## config.mk

```make
export PLATFORM = sky130hd
export DESIGN_NAME = eth_tx_arbiter_flat
export DESIGN_NICKNAME = d
export VERILOG_FILES = /design/src/rtl/eth_tx_arbiter_if.sv /design/src/rtl/eth_tx_arbiter.sv /design/src/flat_wrapper.sv
export SDC_FILE = /design/constraint.sdc
export NUM_CORES = 1
export LEC_CHECK = 0
export CAP_MARGIN = 40
export CORE_UTILIZATION = 40
export DETAILED_ROUTE_END_ITERATION = 16
export PLACE_DENSITY = 0.81
export SLEW_MARGIN = 20
export SYNTH_ARGS = -nofsm -noshare
export SYNTH_HDL_FRONTEND = slang
export SYNTH_SLANG_ARGS = --single-unit
export TNS_END_PERCENT = 10
```

## constraint.sdc

```tcl
create_clock -name i_clk -period 4.5 [get_ports i_clk]
set_clock_uncertainty 0.1 [all_clocks]
set_input_delay 0.45 -clock i_clk [delete_from_list [all_inputs] [get_ports i_clk]]
set_output_delay 0.45 -clock i_clk [all_outputs]
set_load 0.01 [all_outputs]
```

## src/rtl/eth_tx_arbiter_if.sv

```systemverilog
// AXI-Stream link bundle used for both arbiter sources and the MAC-facing output.
interface eth_tx_arbiter_if #(
  parameter int DATA_WIDTH = 8
) ();
  logic [DATA_WIDTH-1:0] tdata;
  logic                  tvalid;
  logic                  tready;
  logic                  tlast;
  logic                  tuser;

  modport master (output tdata, output tvalid, output tlast, output tuser, input tready);
  modport slave  (input tdata, input tvalid, input tlast, input tuser, output tready);
endinterface

```

## src/rtl/eth_tx_arbiter.sv

```systemverilog
// Packet-granular two-source round-robin arbiter feeding the MAC TX stream,
// with a programmable inter-frame gap and per-source completed-frame counters.
module eth_tx_arbiter #(
  parameter int DATA_WIDTH = 8,
  parameter int IFG_CYCLES = 12,
  parameter int CNT_WIDTH  = 16
) (
  input  logic                 i_clk,
  input  logic                 i_reset,
  eth_tx_arbiter_if.slave      s0_axis,
  eth_tx_arbiter_if.slave      s1_axis,
  eth_tx_arbiter_if.master     m_axis,
  output logic [1:0]           o_grant,
  output logic                 o_busy,
  output logic [CNT_WIDTH-1:0] o_pkt_cnt0,
  output logic [CNT_WIDTH-1:0] o_pkt_cnt1
);

  localparam int IFG_W = (IFG_CYCLES > 1) ? $clog2(IFG_CYCLES) : 1;
  localparam logic [IFG_W-1:0] IFG_LOAD = (IFG_CYCLES > 0) ? IFG_W'(IFG_CYCLES - 1) : {IFG_W{1'b0}};
  localparam logic [IFG_W-1:0] IFG_ONE  = {{(IFG_W-1){1'b0}}, 1'b1};
  localparam logic [IFG_W-1:0] IFG_ZERO = {IFG_W{1'b0}};
  localparam logic [CNT_WIDTH-1:0] CNT_ONE = {{(CNT_WIDTH-1){1'b0}}, 1'b1};

  typedef enum logic [1:0] {
    ST_IDLE   = 2'd0,
    ST_GRANT0 = 2'd1,
    ST_GRANT1 = 2'd2,
    ST_IFG    = 2'd3
  } state_e;

  state_e               state_q;
  logic                 last_grant_q;
  logic [IFG_W-1:0]     ifg_cnt_q;
  logic [1:0]           grant_q;
  logic                 busy_q;
  logic [CNT_WIDTH-1:0] cnt0_q;
  logic [CNT_WIDTH-1:0] cnt1_q;

  logic end0_s;
  logic end1_s;

  assign end0_s = s0_axis.tvalid & m_axis.tready & s0_axis.tlast;
  assign end1_s = s1_axis.tvalid & m_axis.tready & s1_axis.tlast;

  assign o_grant    = grant_q;
  assign o_busy     = busy_q;
  assign o_pkt_cnt0 = cnt0_q;
  assign o_pkt_cnt1 = cnt1_q;

  // Arbitration FSM with its registered grant/busy flags and frame counters.
  always_ff @(posedge i_clk or posedge i_reset) begin
    if (i_reset) begin
      state_q      <= ST_IDLE;
      last_grant_q <= 1'b1;
      ifg_cnt_q    <= IFG_ZERO;
      grant_q      <= 2'b00;
      busy_q       <= 1'b0;
      cnt0_q       <= {CNT_WIDTH{1'b0}};
      cnt1_q       <= {CNT_WIDTH{1'b0}};
    end else begin
      case (state_q)
        ST_IDLE: begin
          // On a tie the source that did not own the link last time wins.
          if (s0_axis.tvalid && (!s1_axis.tvalid || last_grant_q)) begin
            state_q      <= ST_GRANT0;
            last_grant_q <= 1'b0;
            grant_q      <= 2'b01;
            busy_q       <= 1'b1;
          end else if (s1_axis.tvalid) begin
            state_q      <= ST_GRANT1;
            last_grant_q <= 1'b1;
            grant_q      <= 2'b10;
            busy_q       <= 1'b1;
          end
        end
        ST_GRANT0: begin
          if (end0_s) begin
            cnt0_q  <= cnt0_q + CNT_ONE;
            grant_q <= 2'b00;
            if (IFG_CYCLES > 0) begin
              state_q   <= ST_IFG;
              ifg_cnt_q <= IFG_LOAD;
            end else begin
              state_q <= ST_IDLE;
              busy_q  <= 1'b0;
            end
          end
        end
        ST_GRANT1: begin
          if (end1_s) begin
            cnt1_q  <= cnt1_q + CNT_ONE;
            grant_q <= 2'b00;
            if (IFG_CYCLES > 0) begin
              state_q   <= ST_IFG;
              ifg_cnt_q <= IFG_LOAD;
            end else begin
              state_q <= ST_IDLE;
              busy_q  <= 1'b0;
            end
          end
        end
        ST_IFG: begin
          if (ifg_cnt_q == IFG_ZERO) begin
            state_q <= ST_IDLE;
            busy_q  <= 1'b0;
          end else begin
            ifg_cnt_q <= ifg_cnt_q - IFG_ONE;
          end
        end
        default: begin
          state_q <= ST_IDLE;
          grant_q <= 2'b00;
          busy_q  <= 1'b0;
        end
      endcase
    end
  end

  // Zero-latency pass-through from the current owner; everything quiet otherwise.
  always_comb begin
    m_axis.tdata   = {DATA_WIDTH{1'b0}};
    m_axis.tvalid  = 1'b0;
    m_axis.tlast   = 1'b0;
    m_axis.tuser   = 1'b0;
    s0_axis.tready = 1'b0;
    s1_axis.tready = 1'b0;
    case (state_q)
      ST_GRANT0: begin
        m_axis.tdata   = s0_axis.tdata;
        m_axis.tvalid  = s0_axis.tvalid;
        m_axis.tlast   = s0_axis.tlast;
        m_axis.tuser   = s0_axis.tuser;
        s0_axis.tready = m_axis.tready;
      end
      ST_GRANT1: begin
        m_axis.tdata   = s1_axis.tdata;
        m_axis.tvalid  = s1_axis.tvalid;
        m_axis.tlast   = s1_axis.tlast;
        m_axis.tuser   = s1_axis.tuser;
        s1_axis.tready = m_axis.tready;
      end
      default: begin
        m_axis.tvalid  = 1'b0;
        s0_axis.tready = 1'b0;
        s1_axis.tready = 1'b0;
      end
    endcase
  end

endmodule

```

## src/flat_wrapper.sv

```systemverilog
// flat-port wrapper written by rule: the top's interface ports become plain ports
module eth_tx_arbiter_flat 
#(
  parameter int DATA_WIDTH = 8,
  parameter int IFG_CYCLES = 12,
  parameter int CNT_WIDTH  = 16
)
  (i_clk, i_reset, o_grant, o_busy, o_pkt_cnt0, o_pkt_cnt1, s0_axis_tdata, s0_axis_tvalid, s0_axis_tlast, s0_axis_tuser, s0_axis_tready, s1_axis_tdata, s1_axis_tvalid, s1_axis_tlast, s1_axis_tuser, s1_axis_tready, m_axis_tdata, m_axis_tvalid, m_axis_tlast, m_axis_tuser, m_axis_tready);
  eth_tx_arbiter_if #(.DATA_WIDTH(DATA_WIDTH)) s0_axis_i ();
  eth_tx_arbiter_if #(.DATA_WIDTH(DATA_WIDTH)) s1_axis_i ();
  eth_tx_arbiter_if #(.DATA_WIDTH(DATA_WIDTH)) m_axis_i ();
  input  logic i_clk;
  input  logic i_reset;
  output logic [1:0] o_grant;
  output logic o_busy;
  output logic [CNT_WIDTH-1:0] o_pkt_cnt0;
  output logic [CNT_WIDTH-1:0] o_pkt_cnt1;
  input wire logic [$bits(s0_axis_i.tdata)-1:0] s0_axis_tdata;
  input wire logic [$bits(s0_axis_i.tvalid)-1:0] s0_axis_tvalid;
  input wire logic [$bits(s0_axis_i.tlast)-1:0] s0_axis_tlast;
  input wire logic [$bits(s0_axis_i.tuser)-1:0] s0_axis_tuser;
  output wire logic [$bits(s0_axis_i.tready)-1:0] s0_axis_tready;
  input wire logic [$bits(s1_axis_i.tdata)-1:0] s1_axis_tdata;
  input wire logic [$bits(s1_axis_i.tvalid)-1:0] s1_axis_tvalid;
  input wire logic [$bits(s1_axis_i.tlast)-1:0] s1_axis_tlast;
  input wire logic [$bits(s1_axis_i.tuser)-1:0] s1_axis_tuser;
  output wire logic [$bits(s1_axis_i.tready)-1:0] s1_axis_tready;
  output wire logic [$bits(m_axis_i.tdata)-1:0] m_axis_tdata;
  output wire logic [$bits(m_axis_i.tvalid)-1:0] m_axis_tvalid;
  output wire logic [$bits(m_axis_i.tlast)-1:0] m_axis_tlast;
  output wire logic [$bits(m_axis_i.tuser)-1:0] m_axis_tuser;
  input wire logic [$bits(m_axis_i.tready)-1:0] m_axis_tready;
  assign s0_axis_i.tdata = s0_axis_tdata;
  assign s0_axis_i.tvalid = s0_axis_tvalid;
  assign s0_axis_i.tlast = s0_axis_tlast;
  assign s0_axis_i.tuser = s0_axis_tuser;
  assign s0_axis_tready = s0_axis_i.tready;
  assign s1_axis_i.tdata = s1_axis_tdata;
  assign s1_axis_i.tvalid = s1_axis_tvalid;
  assign s1_axis_i.tlast = s1_axis_tlast;
  assign s1_axis_i.tuser = s1_axis_tuser;
  assign s1_axis_tready = s1_axis_i.tready;
  assign m_axis_tdata = m_axis_i.tdata;
  assign m_axis_tvalid = m_axis_i.tvalid;
  assign m_axis_tlast = m_axis_i.tlast;
  assign m_axis_tuser = m_axis_i.tuser;
  assign m_axis_i.tready = m_axis_tready;
  eth_tx_arbiter #(.DATA_WIDTH(DATA_WIDTH), .IFG_CYCLES(IFG_CYCLES), .CNT_WIDTH(CNT_WIDTH)) u_core (.i_clk(i_clk), .i_reset(i_reset), .s0_axis(s0_axis_i), .s1_axis(s1_axis_i), .m_axis(m_axis_i), .o_grant(o_grant), .o_busy(o_busy), .o_pkt_cnt0(o_pkt_cnt0), .o_pkt_cnt1(o_pkt_cnt1));
endmodule
```

==> results of run 1 <==
power by group through the flow:
| stage | clock, µW | sequential, µW | combinational, µW |
|---|---|---|---|
| 6_report | 285 | 501 | 638 |
| 5_1_grt | 309 | 511 | 710 |
| 4_1_cts | 291 | 502 | 646 |
| 3_5_place_dp | 0 | 508 | 643 |
| 3_3_place_gp | 0 | 504 | 635 |
| 2_1_floorplan | 0 | 510 | 382 |
critical path: cells and delay by family, from the launching register on:
family,cells,cell delay [ns]
adders and majority gates,1,0.53
DFF,1,0.45
AOI/OAI and AO/OA,1,0.14
buffers and inverters,2,0.65
and+or+nand+nor,1,0.13
state kept, by name, summed over array words and instances, names as in the netlist:
| register | flops |
|---|---|
| u_core.ifg_cnt_q | 4 |
| u_core.last_grant_q | 1 |
| u_core.o_busy | 1 |
| u_core.o_grant | 2 |
| u_core.o_pkt_cnt0 | 16 |
| u_core.o_pkt_cnt1 | 16 |
| u_core.state_q | 2 |
cells by family (layout without fill, tap and decap cells):
family | count (synthesis) | after routing | synth area share (%)
AND/OR/NAND/NOR | 89 | 89 | 20.67
flip-flops | 42 | 42 | 47.25
XOR/XNOR | 30 | 30 | 11.80
AO/OA/AOI/OAI | 25 | 25 | 8.033
buffers and inverters | 19 | 93 | 3.764
adder cells (fa/ha/maj) | 10 | 10 | 5.618
multiplexers | 6 | 6 | 2.865
cell usage in the layout (no fill, tap or decap), drive strengths merged:
cell type       n
and2            2
a31oi           1
o21ai           4
nor2           19
nand3          12
clkdlybuf4s50  72
nor3           10
a22o            1
inv            12
nand4          11
xor2           10
nand2b          1
or3             1
and3            5
or3b            1
ha             10
mux2            3
dfstp           1
a22oi          12
bufinv          1
a221oi          2
buf             1
nand2          21
and4            3
o31ai           2
nor3b           2
nor2b           1
xnor2          20
dfrtp          41
a21oi           3
mux2i           3
clkbuf          7
final timing paths:
check	startpoint	to	depth (start not counted)
setup reg to reg	u_core.state_q[0]	u_core.o_pkt_cnt1[9]	6
hold / removal	u_core.o_pkt_cnt0[15]	u_core.o_pkt_cnt0[15]	1
min in group asynchronous	i_reset	u_core.o_pkt_cnt1[12]	3
hold reg to reg	u_core.o_pkt_cnt0[15]	u_core.o_pkt_cnt0[15]	1
setup / recovery	u_core.state_q[0]	m_axis_tdata[5]	5
max in group asynchronous	i_reset	u_core.o_pkt_cnt0[13]	3
through the flow:
stage / hold WS, ns / total power, µW / setup slack, ns
floorplan: 0.4015 / 891.2 / 2.626
global placement: 0.3563 / 1140 / 2.106
detailed placement: 0.3638 / 1151 / 2.069
CTS: 0.3737 / 1439 / 1.756
global route: 0.4016 / 1530 / 1.562
finish: 0.3644 / 1424 / 1.755
final cells by class:
class,count,area (µm²)
inverter,12,45.04
tap,70,87.58
multi-input combinational,160,1091
timing repair buffer,73,728.2
fill,441,2127
clock buffer,7,76.32
clock inverter,1,30.03
sequential,42,1052
routing by layer:
layer | vias to the layer above | routed length (µm) | part of all wire (%)
li1 | 919 | - | -
met1 | 859 | 1981 | 44
met2 | 64 | 2209 | 49
met3 | 5 | 244 | 5.4
met4 | 0 | 62 | 1.4
met5 | - | 0 | 0
==> reports/results.tsv, run 1 <==
stage	metric	value	unit
logic_synthesis	Synth Flop Type	dfrtp_1	
timing	fmax	364.3	MHz
timing	min Tclk post-route	2.745	ns
power	power share of the clock group	20.0	%
worst_setup_path	Worst path slowest cell	clkdlybuf4s50_1	
power	Switching Share	35.24	%
power	pwr/cell area	457.7	nW/µm²
worst_setup_path	setup slack, reg-to-reg	2.12	ns
worst_setup_path	Worst Path Class, Setup	reg2out	
clock_tree	H-tree Lvls	2	
global_route	remaining global-route overflow	0	
worst_setup_path	Arr. time, crit path	2.20	ns
worst_setup_path	Req. time, crit path	3.95	ns
logic_synthesis	top-area cell type share of the netlist area	46.07	%
power	Reg power frac	35.2	%
cells_and_area	share of cells above drive strength 1	5.763	%
logic_synthesis	Gate Count Post-Synth	221	
worst_setup_path	Setup crit end kind	primary output	
placed_design	Inst Count DP	357	
global_route	vias in the first global route	1681	
floorplan	Initial Utilization	42.52	%
timing	RSZ-0062 raised after global routing	false	
logic_synthesis	Synth cell types	36	
timing	Setup TNS Final	0	ns
floorplan	Die Wd	76.62	µm
timing	Slew Limit Fails	0	
global_route	Total GRT Usage	16.49	%
clock_tree	TritonCTS buffer count	5	
power	internal power	922.1	µW
clock_tree	Post-CTS Resized	0	
logic_synthesis	Post-synth ARST share	100.0	%
clock_tree	hold buffer count at CTS	0	
cells_and_area	post-layout net count	329	
floorplan	CORE AREA	5238	µm²
logic_synthesis	sequential-to-total area share from yosys stat	47.25	%
placed_design	gpl congestion	0.8225	
logic_synthesis	top cells by count, synth	dfrtp_1, nand2_1, xnor2_1	
clock_tree	clk_lat worst skew	0.29	ns
route	Total Wirelength	4499	µm
logic_synthesis	net count after synthesis	256	
clock_tree	# Post-CTS Setup Buffers	0	
route	via count	1847	
timing	Hold Vio Cnt, Final	0	
global_route	pin count of the biggest net entering global routing	43	
timing	fin crit share	61.00	%
worst_setup_path	crit path launch type	flip-flop	
power	leakage	0.001368	µW
placed_design	dpl cell area	3004	µm²
route	vias per cell	5.060	
route	antenna viol nets, final	0	
cells_and_area	post-route cell area	3110	µm²
logic_synthesis	FF+latch count, synth	42	
route	drt initial violations	83	
timing	relative slew slack	61.26	%
floorplan	io pins	73	
clock_tree	clk root buf	clkbuf_8	
cells_and_area	Finished Core Util	59.39	%
cells_and_area	Ant. Diodes	0	
clock_tree	Max Root-Sink Buffers	2	
worst_setup_path	CP cell instances	inv_1 -> ha_1 -> a22oi_1 -> nor2_1 -> clkdlybuf4s50_1	
route	wire length per cell	12.33	µm
global_route	first-pass GRT wire length	7624	µm
worst_setup_path	Worst path max stage delay	0.54	ns
flow_run	number of max-cap violations	0	
route	DRT Pass-1 Iters	4	
logic_synthesis	largest cells by area after synthesis	dfrtp_1, xnor2_1, ha_1	
global_route	met1 Resource Use GR	21.23	%
global_route	GR Util met2	26.94	%
status	run status	completed	
clock_tree	clock sink total	42	
clock_tree	clock-pin slew on the worst setup and hold paths	0.08	ns
logic_synthesis	synthesized cell area	2227	µm²
worst_setup_path	crit-path max FO	17	
floorplan	row count	26	
worst_hold_path	Hold Path Class	reg2reg	
cells_and_area	fin cells	365	
timing	worst slew pin tran	0.5811	ns
route	DRC	0	
placed_design	PortBufs	72	
global_route	initial antenna violation count	0	
global_route	GRT met3 Usage	3.713	%
logic_synthesis	Syn. warnings	0	
power	logic gate share of total power	44.8	%
power	maximum VDD drop	0.2883	mV
floorplan	die height	76.62	µm
logic_synthesis	Yosys top cell by area	dfrtp_1	
logic_synthesis	most frequent cell after synthesis	dfrtp_1	
timing	number of setup violations in the final report	0	
placed_design	Detail Placement HPWL	3462	µm
floorplan	die area	5870	µm²
power	Sw Pwr	501.7	µW
logic_synthesis	Post-synth EDFFs	0	
logic_synthesis	syn avg cell area	10.08	µm²
cells_and_area	Layout area overhead	39.66	%
global_route	global route hottest layer	met2	
clock_tree	CTS tree	done	
No activity file was read; power rests on OpenSTA's default activity.
==> inputs of run 2 (changes only) <==
--- a/config.mk
+++ b/config.mk
@@ -8,7 +8,7 @@
 export CAP_MARGIN = 40
 export CORE_UTILIZATION = 40
 export DETAILED_ROUTE_END_ITERATION = 16
-export PLACE_DENSITY = 0.81
+export PLACE_DENSITY = 0.84
 export SLEW_MARGIN = 20
 export SYNTH_ARGS = -nofsm -noshare
 export SYNTH_HDL_FRONTEND = slang
==> constraint.sdc (replaced) <==
create_clock -name i_clk -period 2.4 [get_ports i_clk]
set_clock_uncertainty 0.1 [all_clocks]
set_input_delay 0.24 -clock i_clk [delete_from_list [all_inputs] [get_ports i_clk]]
set_output_delay 0.24 -clock i_clk [all_outputs]
set_load 0.01 [all_outputs]
==> reports/results.tsv, run 2 (synthesized netlist as in run 1, its figures left out) <==
stage	metric	value	unit	change
status	run status	completed		
route	DR WL met2	2509	µm	+14%
timing	Setup TNS Final	0	ns	unchanged
route	Total Wirelength	5063	µm	+13%
floorplan	io pins	73		unchanged
cells_and_area	fin cells	372		+1.9%
route	Met3 Wirelength	300	µm	+23%
global_route	Total GRT Usage	18.30	%	+1.8 points
worst_setup_path	Req. time, crit path	2.06	ns	-1.89 ns
route	top sig layer	met4		
route	DRC	0		unchanged
timing	Hold Vio Cnt, Final	0		unchanged
timing	worst slew pin tran	0.5373	ns	-0.04384 ns
timing	number of setup violations in the final report	0		unchanged
clock_tree	hold buffer count at CTS	0		unchanged
cells_and_area	post-layout net count	336		+2.1%
route	via count	1914		+3.6%
placed_design	Inst Count DP	359		+0.56%
clock_tree	clk root buf	clkbuf_8		
clock_tree	clk_lat worst skew	0.30	ns	about the same
floorplan	Initial Utilization	42.52	%	unchanged
global_route	first-pass GRT wire length	8438	µm	+11%
route	vias per cell	5.145		+1.7%
worst_setup_path	Setup crit end kind	primary output		
clock_tree	CTS tree	done		
route	DRT Pass-1 Iters	4		unchanged
power	maximum VDD drop	0.7355	mV	+160%
worst_hold_path	Hold Path Class	in2async		
cells_and_area	most frequent cells in the layout	clkdlybuf4s50_1, dfrtp_1, nand2_1, xnor2_1, nor2_1		
cells_and_area	share of cells above drive strength 1	10.26	%	+4.5 points
placed_design	Detail Placement HPWL	3602	µm	+4.0%
power	leakage	0.001453	µW	+6.2%
global_route	pin count of the biggest net entering global routing	43		unchanged
floorplan	die area	5870	µm²	unchanged
placed_design	worst slack, placed	0.1441	ns	-1.925 ns
cells_and_area	Ant. Diodes	0		unchanged
clock_tree	TritonCTS buffer count	5		unchanged
timing	fmax	429.3	MHz	
cells_and_area	commonest non-fill, non-tap cell in the layout	clkdlybuf4s50_1		
clock_tree	clock-pin slew on the worst setup and hold paths	0.08	ns	about the same
timing	Slew Limit Fails	0		unchanged
worst_setup_path	Worst Path Class, Setup	reg2out		
worst_setup_path	Arr. time, crit path	1.99	ns	-0.21 ns
clock_tree	H-tree Lvls	2		unchanged
timing	relative slew slack	64.10	%	+2.8 points
route	M1 WL	2167	µm	+9.4%
global_route	remaining global-route overflow	0		unchanged
global_route	initial antenna violation count	0		unchanged
timing	min Tclk post-route	2.330	ns	
cells_and_area	Multi-input gate area	1129	µm²	+3.4%
clock_tree	Max Root-Sink Buffers	2		unchanged
cells_and_area	filler cell count	429		-2.7%
floorplan	Die Wd	76.62	µm	unchanged
worst_setup_path	crit path launch type	flip-flop		
timing	fin crit share	97.06	%	
floorplan	die height	76.62	µm	unchanged
route	drt initial violations	145		+75%
placed_design	PortBufs	72		unchanged
global_route	vias in the first global route	1811		+7.7%
power	pwr/cell area	910.5	nW/µm²	+99%
cells_and_area	Layout area overhead	44.44	%	
worst_setup_path	crit-path max FO	6		-11
cells_and_area	FF+latch area	1054	µm²	+0.12%
clock_tree	clock sink total	42		unchanged
floorplan	row count	26		unchanged
flow_run	number of max-cap violations	0		unchanged
timing	post-route setup slack	0.07049	ns	-1.684 ns
floorplan	CORE AREA	5238	µm²	unchanged
route	antenna viol nets, final	0		unchanged
timing	RSZ-0062 raised after global routing	false		
route	wire length per cell	13.61	µm	+10%
placed_design	gpl congestion	0.7372		-10%
run 2: cell types whose count changed in the layout (fill, tap and decap cells not counted), sizes merged:
cell           change
dlymetal6s2s       +2
clkdlybuf4s18      +1
dlygate4sd2        +5
clkdlybuf4s50      -7
clkinvlp           +1
inv                -1
buf                +6
run 2: worst paths after layout:
kind | from | end | slack, ns | cells past startpoint
hold reg to reg | u_core.o_pkt_cnt1[15] | u_core.o_pkt_cnt1[15] | 0.37 | 1
max in group asynchronous | i_reset | u_core.state_q[0] | 1.53 | 3
setup / recovery | u_core.state_q[0] | m_axis_tdata[2] | 0.07 | 6
setup reg to reg | u_core.state_q[0] | u_core.state_q[0] | 0.34 | 6
min in group i_clk | u_core.o_pkt_cnt1[15] | u_core.o_pkt_cnt1[15] | 0.37 | 1
hold / removal | i_reset | u_core.o_pkt_cnt0[13] | 0.28 | 3
run 2: critical path, cell delays in order (launching register included):
cell and delay (ns):
dfrtp_2 0.36, inv_1 0.11, ha_4 0.33, clkinvlp_4 0.09, buf_4 0.16, nor2_1 0.11, clkdlybuf4s50_1 0.54
run 2: timing repair:
action	in CTS	in global routing
resized for setup	11	5
setup buffers	5	0
cloned	0	0
setup endpoints to repair	13	8
run 2: metal layers:
metal / global-route usage (%) / vias to the layer above
met5: 0 / -
met4: 5.769 / 0
met3: 5.269 / 9
met2: 31.26 / 70
met1: 22.14 / 905
li1: - / 930
run 2: area by class of cell:
class / instances / share of cell area [%]
Inverter: 12 / 1.517
Timing Repair Buffer: 80 / 24.31
Clock inverter: 1 / 0.9335
Clock buffer: 7 / 2.684
Multi-Input combinational cell: 160 / 35.08
Sequential cell: 42 / 32.75
Tap cell: 70 / 2.723
run 2: metrics by stage:
stage	utilization [%]	cell area [µm²]	total power, µW	hold WS [ns]
after CTS	60.94	3192	2898	0.3075
final	61.42	3217	2929	0.2821
after global placement	57.64	3019	2140	0.3578
after floorplan	-	2227	1671	0.2933
after global routing	61.42	3217	3126	0.3249
after detailed placement	57.64	3019	2171	0.3639
run 2: where the power goes:
part / internal (µW) / switching, µW
registers: 819 / 112
clock network: 339 / 235
logic: 727 / 697
total: 1880 / 1040
==> inputs of run 3 (changes only) <==
--- a/config.mk
+++ b/config.mk
@@ -8,6 +8,7 @@
 export CAP_MARGIN = 40
 export CORE_UTILIZATION = 40
 export DETAILED_ROUTE_END_ITERATION = 16
+export GPL_TIMING_DRIVEN = 0
 export PLACE_DENSITY = 0.84
 export SLEW_MARGIN = 20
 export SYNTH_ARGS = -nofsm -noshare
==> reports/results.tsv, run 3 (synthesized netlist as in run 1, its figures left out) <==
stage	metric	value	unit	change
status	run status	completed		
worst_setup_path	Reg-to-Reg Start	u_core.state_q[0]		
power	maximum VDD drop	0.6845	mV	-6.9%
worst_setup_path	CP cell instances	inv_1 -> ha_1 -> buf_4 -> a22oi_1 -> nor2_1 -> clkdlybuf4s50_1		
worst_setup_path	crit-path max FO	17		+11
floorplan	Die Wd	76.62	µm	unchanged
floorplan	CORE AREA	5238	µm²	unchanged
timing	Slew Limit Fails	0		unchanged
route	Total Wirelength	4854	µm	-4.1%
clock_tree	clock-pin slew on the worst setup and hold paths	0.07	ns	about the same
timing	RSZ-0062 raised after global routing	false		
worst_setup_path	buffers and inverters on the worst path	3		-1
worst_hold_path	Worst Hold Path Cells	2		
placed_design	PortBufs	71		-1.4%
timing	fmax	436.8	MHz	+1.8%
power	pwr/cell area	876.6	nW/µm²	-3.7%
floorplan	io pins	73		unchanged
global_route	Total GRT Usage	17.99	%	-0.31 points
floorplan	die height	76.62	µm	unchanged
floorplan	die area	5870	µm²	unchanged
cells_and_area	most frequent cells in the layout	clkdlybuf4s50_1, dfrtp_1, nand2_1, xnor2_1, nor2_1		
cells_and_area	Ant. Diodes	0		unchanged
worst_setup_path	Arr. time, crit path	1.95	ns	-0.04 ns
worst_setup_path	Worst path slowest cell	clkdlybuf4s50_1		
worst_setup_path	setup slack, reg-to-reg	0.24	ns	-0.10 ns
global_route	first-pass GRT wire length	8411	µm	-0.32%
floorplan	row count	26		unchanged
worst_setup_path	Worst Path Class, Setup	reg2out		
worst_hold_path	Hold Path Class	in2reg		
global_route	pin count of the biggest net entering global routing	24		-44%
global_route	remaining global-route overflow	0		unchanged
worst_setup_path	reg2reg end	u_core.o_pkt_cnt1[9]		
timing	fin crit share	95.39	%	-1.7 points
cells_and_area	Layout area overhead	46.35	%	
timing	Setup TNS Final	0	ns	unchanged
clock_tree	H-tree Lvls	2		unchanged
cells_and_area	filler cell count	415		-3.3%
worst_setup_path	Req. time, crit path	2.06	ns	about the same
clock_tree	hold buffer count at CTS	0		unchanged
route	DRT Pass-1 Iters	4		unchanged
clock_tree	Max Root-Sink Buffers	2		unchanged
placed_design	Detail Placement HPWL	3642	µm	+1.1%
route	via count	1944		+1.6%
route	antenna viol nets, final	0		unchanged
worst_hold_path	Min-Delay Endpoint	u_core.last_grant_q		
global_route	vias in the first global route	1914		+5.7%
route	vias per cell	5.184		+0.75%
clock_tree	clk root buf	clkbuf_8		
worst_setup_path	CP delay by family, top	buffers and inverters		
clock_tree	TritonCTS buffer count	5		unchanged
route	DRC	0		unchanged
worst_setup_path	crit path launch type	flip-flop		
cells_and_area	commonest non-fill, non-tap cell in the layout	clkdlybuf4s50_1		
global_route	initial antenna violation count	0		unchanged
route	drt initial violations	56		-61%
worst_setup_path	Setup crit end kind	primary output		
timing	number of setup violations in the final report	0		unchanged
clock_tree	clk_lat worst skew	0.29	ns	about the same
flow_run	number of max-cap violations	0		unchanged
worst_setup_path	r2r worst-path depth	7		+1
worst_setup_path	CP Depth	6		unchanged
cells_and_area	Finished Core Util	62.23	%	+0.81 points
worst_hold_path	Hold Startpoint	s0_axis_tvalid		
timing	worst slew pin tran	0.5393	ns	+0.002053 ns
cells_and_area	post-layout net count	339		+0.89%
power	leakage	0.001592	µW	+9.6%
timing	Hold Vio Cnt, Final	0		unchanged
floorplan	Initial Utilization	42.52	%	unchanged
route	wire length per cell	12.94	µm	-4.9%
placed_design	gpl congestion	0.7434		+0.84%
cells_and_area	share of cells above drive strength 1	10.49	%	+0.23 points
clock_tree	CTS tree	done		
timing	relative slew slack	63.97	%	-0.14 points
clock_tree	clock sink total	42		unchanged
worst_setup_path	Worst path max stage delay	0.55	ns	about the same
timing	min Tclk post-route	2.289	ns	-0.04027 ns
run 3: cell types whose count changed in the layout (fill, tap and decap cells not counted), sizes merged:
cell | before | now
clkdlybuf4s50 | 65 | 61
dlymetal6s2s | 2 | 10
dlygate4sd2 | 5 | 0
clkinvlp | 1 | 0
buf | 7 | 9
inv | 11 | 12
clkbuf | 7 | 10
clkdlybuf4s18 | 1 | 0
run 3: how the worst max path moves through the flow:
stage / slack (ns) / end / startpoint
3_5_place_dp: 0.05 / m_axis_tdata[4] / u_core.state_q[1]
2_1_floorplan: 0.55 / u_core.state_q[0] / u_core.state_q[1]
6_report: 0.11 / m_axis_tdata[7] / u_core.state_q[0]
3_3_place_gp: 0.1 / m_axis_tdata[4] / u_core.state_q[0]
4_1_cts: 0.02 / m_axis_tdata[4] / u_core.state_q[0]
5_1_grt: 0.05 / m_axis_tdata[7] / u_core.state_q[0]
run 3: routing by layer:
metal	track usage, %	wire length (µm)	vias up
li1	-	-	937
met1	21.02	2054	926
met2	31.80	2480	72
met3	3.952	235	9
met4	7.308	85	0
met5	0	0	-
run 3: worst reg2reg max path: stages, from the launching register on:
cell and delay [ns]:
dfrtp_1 0.41, inv_1 0.14, ha_1 0.16, buf_4 0.20, nand4_1 0.23, nor2_1 0.44
and3_1 0.25, xor2_1 0.15
run 3: per-stage QoR:
| step | std cells | instance area [µm²] | hold slack [ns] | power (µW) | setup slack [ns] |
|---|---|---|---|---|---|
| 4_1_cts | 374 | 3222 | 0.06517 | 2864 | 0.01508 |
| 5_1_grt | 375 | 3259 | 0.07366 | 3063 | 0.04718 |
| 3_3_place_gp | 362 | 3025 | 0.3574 | 2149 | 0.09513 |
| 2_1_floorplan | 221 | 2227 | 0.2933 | 1671 | 0.5487 |
| 6_report | 375 | 3259 | 0.07653 | 2857 | 0.1108 |
| 3_5_place_dp | 363 | 3053 | 0.3623 | 2187 | 0.05262 |
run 3: report_power, final:
part / switching [µW] / internal (µW)
logic: 649 / 707
clock network: 226 / 339
registers: 118 / 818
total: 993 / 1860
run 3: what timing repair did:
action / in CTS / in global routing
setup endpoints to repair: 12 / 14
resized for setup: 7 / 14
buffers inserted: 4 / 1
run 3: layout make-up:
cell class | count | area [µm²] | share of cell area, %
plain buffers | 6 | 51.30 | 1.574
inverters | 12 | 45.04 | 1.382
clock inverters | 1 | 30.03 | 0.9213
flip-flops and latches | 42 | 1052 | 32.28
well taps | 70 | 87.58 | 2.687
repair buffers | 77 | 800.8 | 24.57
multi-input cells | 160 | 1106 | 33.93
clock buffers | 7 | 86.33 | 2.649
